--- config.mk ---
export PLATFORM = sky130hd
export DESIGN_NAME = comparador_serial_d_i
export DESIGN_NICKNAME = d
export VERILOG_FILES = /design/src/rtl/comparador_serial_d_i_pkg.sv /design/src/rtl/celda_d_i.sv /design/src/rtl/comparador_serial_d_i.sv
export SDC_FILE = /design/constraint.sdc
export NUM_CORES = 1
export LEC_CHECK = 0
export CAP_MARGIN = 20
export CORE_ASPECT_RATIO = 1.25
export CORE_MARGIN = 10
export CORE_UTILIZATION = 23
export CTS_CLUSTER_DIAMETER = 200
export CTS_CLUSTER_SIZE = 24
export DETAILED_ROUTE_END_ITERATION = 8
export PLACE_DENSITY = 0.44
export SETUP_SLACK_MARGIN = 0.1
export SKIP_LAST_GASP = 1
export SYNTH_ARGS = -nofsm -noshare
export SYNTH_HDL_FRONTEND = slang
export SYNTH_SLANG_ARGS = --single-unit
--- constraint.sdc ---
create_clock -name clk -period 2.02 [get_ports clk]
set_input_delay 0.303 -clock clk [delete_from_list [all_inputs] [get_ports clk]]
set_output_delay 0.303 -clock clk [all_outputs]
set_load 0.01 [all_outputs]
--- src/rtl/comparador_serial_d_i_pkg.sv ---
// Shared constants for the serial comparator: result codes, FSM state encodings
// and the typical (non-MSB) bit-cell rule.
package comparador_serial_d_i_pkg;

    typedef logic [1:0] resultado_t;
    typedef logic [1:0] estado_t;

    // Result codes double as the carry encoding between bit cells
    localparam resultado_t RES_IGUAL = 2'b00;
    localparam resultado_t RES_MAYOR = 2'b01;
    localparam resultado_t RES_MENOR = 2'b10;

    localparam estado_t REPOSO  = 2'd0;
    localparam estado_t COMPARA = 2'd1;
    localparam estado_t LISTO   = 2'd2;

    // A differing bit pair overrides any verdict from lower bits
    function automatic resultado_t reglaTipica(
        input logic       a,
        input logic       b,
        input resultado_t carry
    );
        if (a != b) begin
            return a ? RES_MAYOR : RES_MENOR;
        end
        return carry;
    endfunction

endpackage

--- src/rtl/celda_d_i.sv ---
// One bit step of the LSB-first comparator. With COMPARADOR_SIGNO_EN defined the
// final (MSB) cell treats the bits as two's-complement sign bits.
module celda_d_i
    import comparador_serial_d_i_pkg::*;
(
    input  logic       a_i,
    input  logic       b_i,
    input  logic [1:0] carryIn,
    input  logic       es_final,
    output logic [1:0] carryOut
);

    always_comb begin
        carryOut = reglaTipica(a_i, b_i, carryIn);
`ifdef COMPARADOR_SIGNO_EN
        // A set sign bit means the more negative operand
        if (es_final && (a_i != b_i)) begin
            carryOut = a_i ? RES_MENOR : RES_MAYOR;
        end
`endif
    end

`ifndef COMPARADOR_SIGNO_EN
    logic unusedFinal;
    assign unusedFinal = es_final;
`endif

endmodule

--- src/rtl/comparador_serial_d_i.sv ---
// Bit-serial magnitude comparator with valid/ready handshakes on both sides.
// Signed comparison is selected at build time by COMPARADOR_SIGNO_EN.
module comparador_serial_d_i
    import comparador_serial_d_i_pkg::*;
#(
    parameter int unsigned ANCHO = 3
) (
    input  logic             clk,
    input  logic             rst_n,
    input  logic [ANCHO-1:0] palabraA,
    input  logic [ANCHO-1:0] palabraB,
    input  logic             entrada_valida,
    output logic             entrada_lista,
    output logic [1:0]       resultado,
    output logic             salida_valida,
    input  logic             salida_lista
);

    localparam int unsigned CW = $clog2(ANCHO);
    localparam logic [CW-1:0] ULTIMO = CW'(ANCHO - 1);

    estado_t          estadoQ, estadoD;
    logic [ANCHO-1:0] regAQ, regAD;
    logic [ANCHO-1:0] regBQ, regBD;
    logic [CW-1:0]    contadorQ, contadorD;
    resultado_t       acarreoQ, acarreoD;

    logic       esFinal;
    resultado_t acarreoCelda;

    assign esFinal = (contadorQ == ULTIMO);

    // Shift registers present the current bit at position 0
    celda_d_i uCelda (
        .a_i      (regAQ[0]),
        .b_i      (regBQ[0]),
        .carryIn  (acarreoQ),
        .es_final (esFinal),
        .carryOut (acarreoCelda)
    );

    always_comb begin
        estadoD   = estadoQ;
        regAD     = regAQ;
        regBD     = regBQ;
        contadorD = contadorQ;
        acarreoD  = acarreoQ;
        case (estadoQ)
            REPOSO: begin
                if (entrada_valida) begin
                    regAD     = palabraA;
                    regBD     = palabraB;
                    contadorD = '0;
                    acarreoD  = RES_IGUAL;
                    estadoD   = COMPARA;
                end
            end
            COMPARA: begin
                acarreoD = acarreoCelda;
                regAD    = {1'b0, regAQ[ANCHO-1:1]};
                regBD    = {1'b0, regBQ[ANCHO-1:1]};
                if (esFinal) begin
                    estadoD = LISTO;
                end else begin
                    contadorD = contadorQ + CW'(1);
                end
            end
            LISTO: begin
                if (salida_lista) begin
                    estadoD = REPOSO;
                end
            end
            default: estadoD = REPOSO;
        endcase
    end

    always_ff @(posedge clk or negedge rst_n) begin
        if (!rst_n) begin
            estadoQ   <= REPOSO;
            regAQ     <= '0;
            regBQ     <= '0;
            contadorQ <= '0;
            acarreoQ  <= RES_IGUAL;
        end else begin
            estadoQ   <= estadoD;
            regAQ     <= regAD;
            regBQ     <= regBD;
            contadorQ <= contadorD;
            acarreoQ  <= acarreoD;
        end
    end

    // Outputs decode straight from state so reset clears them without an edge
    always_comb begin
        entrada_lista = (estadoQ == REPOSO);
        salida_valida = (estadoQ == LISTO);
        resultado     = (estadoQ == LISTO) ? acarreoQ : RES_IGUAL;
    end

endmodule

Word-level counts from Yosys, hierarchy flattened
Index checks and enable logic that the tools add are counted.
{ "word_totals": {"reg_bits": 12, "inputBits": 10, "elab_cells": 38} }
{ "classes": {"addsub": 1, "eq_ne": 9, "muxes": 17, "reduce_logical": 6} }
{ "ops": {"columns": ["cell", "count"], "rows": [
  ["2-to-1 mux 2 bit", 9],
  ["case mux 3 bit (2 select lines)", 2],
  ["AND reduction 3 bit", 3],
  ["case mux 2 bit (2 select lines)", 2],
  ["2-to-1 mux 3 bit", 2],
  ["!= test 2 bit, second input constant", 3],
  ["case mux 2 bit (3 select lines)", 1],
  ["== test 2 bit, second input constant", 2],
  ["!= test 2 x 1 -> 1 bit, second input constant", 2],
  ["adder 2 x 1 -> 2 bit, second input constant", 1],
  ["== test 2 x 1 -> 1 bit, second input constant", 1],
  ["zero test 2 bit", 1],
  ["AND reduction 2 bit", 1],
  ["nonzero test 2 bit", 1],
  ["2-to-1 mux 1 bit", 1],
  ["!= test 1 bit", 1]
]} }

Depth between registers and ports, before layout
{ "logic_depth": {"depth_word": 4, "depth_mapped": 5, "depth_no_buf": 5} }

Cells and area by module
Synthesis repeated with hierarchy kept, for this count alone.
{ "unflattened": {"hier_cells": 58, "hier_area_um2": 669.4} }
{ "modules_own_cells": {"columns": ["mod", "instances", "cells_per_inst", "area_each_um2", "seq_area_each_um2"], "rows": [
  ["comparador_serial_d_i", 1, 53, 641.9, 300.3],
  ["celda_d_i", 1, 5, 27.5, 0.0]
]} }

Worst setup path after synthesis
Ideal clock, no wire load.
{ "synth_path": {"path_type": "register to output", "from": "reg estadoQ[0]", "to": "out resultado[0]", "arrival_ns": 0.924, "t_required_ns": 1.717, "setup_slack_ns": 0.793, "stages_incl_launch_ff": 4, "path_buffers": 1, "path_cell_list": "dfrtp_1 buf_6 and2b_1 and2_1"} }
{ "synth_via": {"elab_chain_cells": 2} }
{ "synth_rtl": {"columns": ["item", "line", "source"], "rows": [
  ["start: declaration", "comparador_serial_d_i.sv:22", "estado_t estadoQ, estadoD;"],
  ["start signal: assignment", "comparador_serial_d_i.sv:85", "estadoQ <= estadoD;"],
  ["== test 2 bit", null, null],
  ["net salida_valida", "comparador_serial_d_i.sv:15", "output logic salida_valida,"],
  ["2-to-1 mux 2 bit", "comparador_serial_d_i.sv:97", "resultado = (estadoQ == LISTO) ? acarreoQ : RES_IGUAL;"],
  ["end: declaration", "comparador_serial_d_i.sv:14", "output logic [1:0] resultado,"]
]} }
The timed path passes the listed nets, and every way through them passes these cells.

Final worst setup path
{ "layout_path": {"from": "reg estadoQ[0]", "to": "out resultado[1]"} }
{ "layout_via": {"elab_chain_cells": 2} }
{ "layout_rtl": {"columns": ["item", "line"], "rows": [
  ["== test 2 bit", "comparador_serial_d_i.sv:97"],
  ["2-to-1 mux 2 bit", "comparador_serial_d_i.sv:97"]
]} }
Every way passes these cells.

==> metrics <==
launch point of the critical path=estadoQ[0]; routability cong.=0.737; Finished Layout Cells=116; Pwr Density=between 1000 and 1500 mW/mm^2; number of diodes=0; critical path fanouts, max=4; Area growth syn-to-layout=30.1%; Worst setup endpoint=resultado[1]; vias in the first global route=587; period utilisation layout=90.1%; IR drop worst, VDD=0.413 mV; chip height=79.2 microns; final hold violation count=0; Slowest-stage cell, CP=clkdlybuf4s50_1; Detailed Routing Iterations Pass 1=4; most frequent cells in the layout=dfrtp_1 (12), clkdlybuf4s50_1 (12), nand2_1 (8); routed len/inst=12.2 microns; Synth Instances=66; RSZ-0062 raised after global routing=false; Post-Syn Area=approximately 640 sq um; Max Cap Viol=0; Setup Viol. Count Final=0; CTS sink cnt=12; Worst EP arrival=1.52 ns; final setup TNS=0 ns; I/O pin count=14; die area=approximately 0.0053 sq mm; Async S/R FF share, synth=100%; Crit. End Element=output pin; largest net degree at the start of global routing=19; worst path cell trace=and2b_2 > and2_1 > clkdlybuf4s50_1; core footprint=0.00268 sq mm; via count=523; worst hold-check path type=primary input to asynchronous set/reset pin; relative slew slack=61.2%; CTS max path bufs=2; minimum clock period=1.82 ns; Antenna Nets Post-Route=0; initial antenna violation count=0; Synth Warn #=0; placed cells=113; final wirelength=about 1400 microns; CTS tree=done; Reg-to-Reg Start=contadorQ[0]; CTS Buf Count=3; Fmax=0.549 GHz; total congestion overflow=0; R2R Path End=contadorQ[0]; Synth Net Count=77; DRC=0; crit start category=flop; CTS Root Cell=clkbuf_4; Worst Clk Skew=0.00421 ns; ratio of cells with drive above 1 in the final layout=11.0%; first-pass GRT wire length=around 2600 microns; clk slew on worst S/H paths=0.08 ns; R2R Setup Slk=approximately 0.80 ns; I/O Buffers=13; number of synthesized flops with an enable pin=0; post-synthesis sequential area ratio=46.6%; WP data required=around 1.7 ns; DIE WIDTH=67.3 microns; Post-synth top flop=dfrtp_1; R2R cell count=5; Worst-Margin Slew=approximately 0.58 ns; Total Nets Final=95; number of vias per cell=4.51; total track usage=around 6.0%; placed wire-length estimate=1010 microns; hold-fix buffers at CTS=0; Starting Density=24.0%; Setup Crit Path Kind=flop to output pin; leakage=0.390 nW; 1st-iter DRT viols=25; status=completed; depth of the CTS H-tree=1; Unique masters post-synth=23; Fill cells=301; worst stage delay on the critical path=~0.53 ns; Clk Latency, worst-skew pair=0.27 ns; fin. max-slew vios=0; Syn Area/Cell=9.76 sq um; synthesized flop and latch total=12; Rows=21
## state kept, by name, summed over array words and instances (netlist names)
signal / cells
regAQ: 3
regBQ: 3
acarreoQ: 2
contadorQ: 2
estadoQ: 2
## power by group
group | internal [mW] | switching [mW]
combinational | 0.283 | 0.244
sequential | 0.340 | 0.0745
clock | 0.0688 | 0.0790
total | 0.692 | 0.398
## stage by stage
stage | worst slack, ns | area (sq um) | util [%] | power [mW] | hold slack [ns]
floorplan | 0.793 | 644 | - | 0.811 | 0.00741
global placement | 0.483 | 812 | 30.3 | 0.947 | 0.465
detailed placement | 0.460 | 812 | 30.3 | 0.952 | 0.475
CTS | 0.158 | 835 | 31.1 | 1.10 | 0.430
global route | 0.104 | 838 | 31.3 | 1.20 | 0.439
finish | 0.199 | 838 | 31.3 | 1.09 | 0.399
## worst min path at each step
stage | from | endpoint | slack (ns) | cells past startpoint
after floorplan | rst_n | acarreoQ[0] | 0.007 | 0
after global placement | regBQ[1] | regBQ[1] | 0.47 | 2
after detailed placement | regAQ[1] | regAQ[1] | 0.48 | 2
after CTS | rst_n | regBQ[2] | 0.43 | 1
after global routing | rst_n | regBQ[2] | 0.44 | 1
final | rst_n | regBQ[2] | 0.40 | 1
## worst max-delay path, delay by kind of cell, from the launching register on
family                 cells  cell delay (ns)
buffers and inverters      1             0.53
DFF                        1             0.37
and+or+nand+nor            2             0.35
## per-layer routing
layer  up-vias  GRT usage, %  routed length, microns  share of wire [%]
li1        265             -                       -                  -
met1       242          7.57                     716                 50
met2        14          8.65                     605                 43
met3         2          2.53                      90                6.3
met4         0          2.47                       8               0.56
met5         -             0                       0                  0
## cell type report
cell class	instances	area, sq um	area share [%]
inverter	3	11.3	1.34
timing repair buffer	16	155	18.5
multi-input combinational	48	307	36.6
clock buffer	3	22.5	2.69
sequential	12	300	35.8
tap	34	42.5	5.07
## Yosys cell counts (2+ instances only)
library cell   n  share of area (%)
nor2_1         2                1.2
nor2b_1        4                3.9
a22o_1         6                8.2
inv_1          3                1.7
a21oi_1        5                3.9
and3b_1        3                4.1
and2_1         2                1.9
o21ai_0        6                4.7
dfrtp_1       12                 47
buf_6          2                3.5
nand2_1        8                4.7
and2b_1        2                2.3
## cell families after synthesis
group                      synth area share, %
buffers and inverters                     6.02
AOI/OAI and AO/OA                         25.6
DFF                                       46.6
adders and majority gates                 1.94
and+or+nand+nor                           19.8
## what timing repair did
action	4_1_cts	5_1_grt
endpoints found under the setup margin	0	2
gates resized for setup	0	2
setup buffers	0	0
Power figures use the tool's default switching activity.
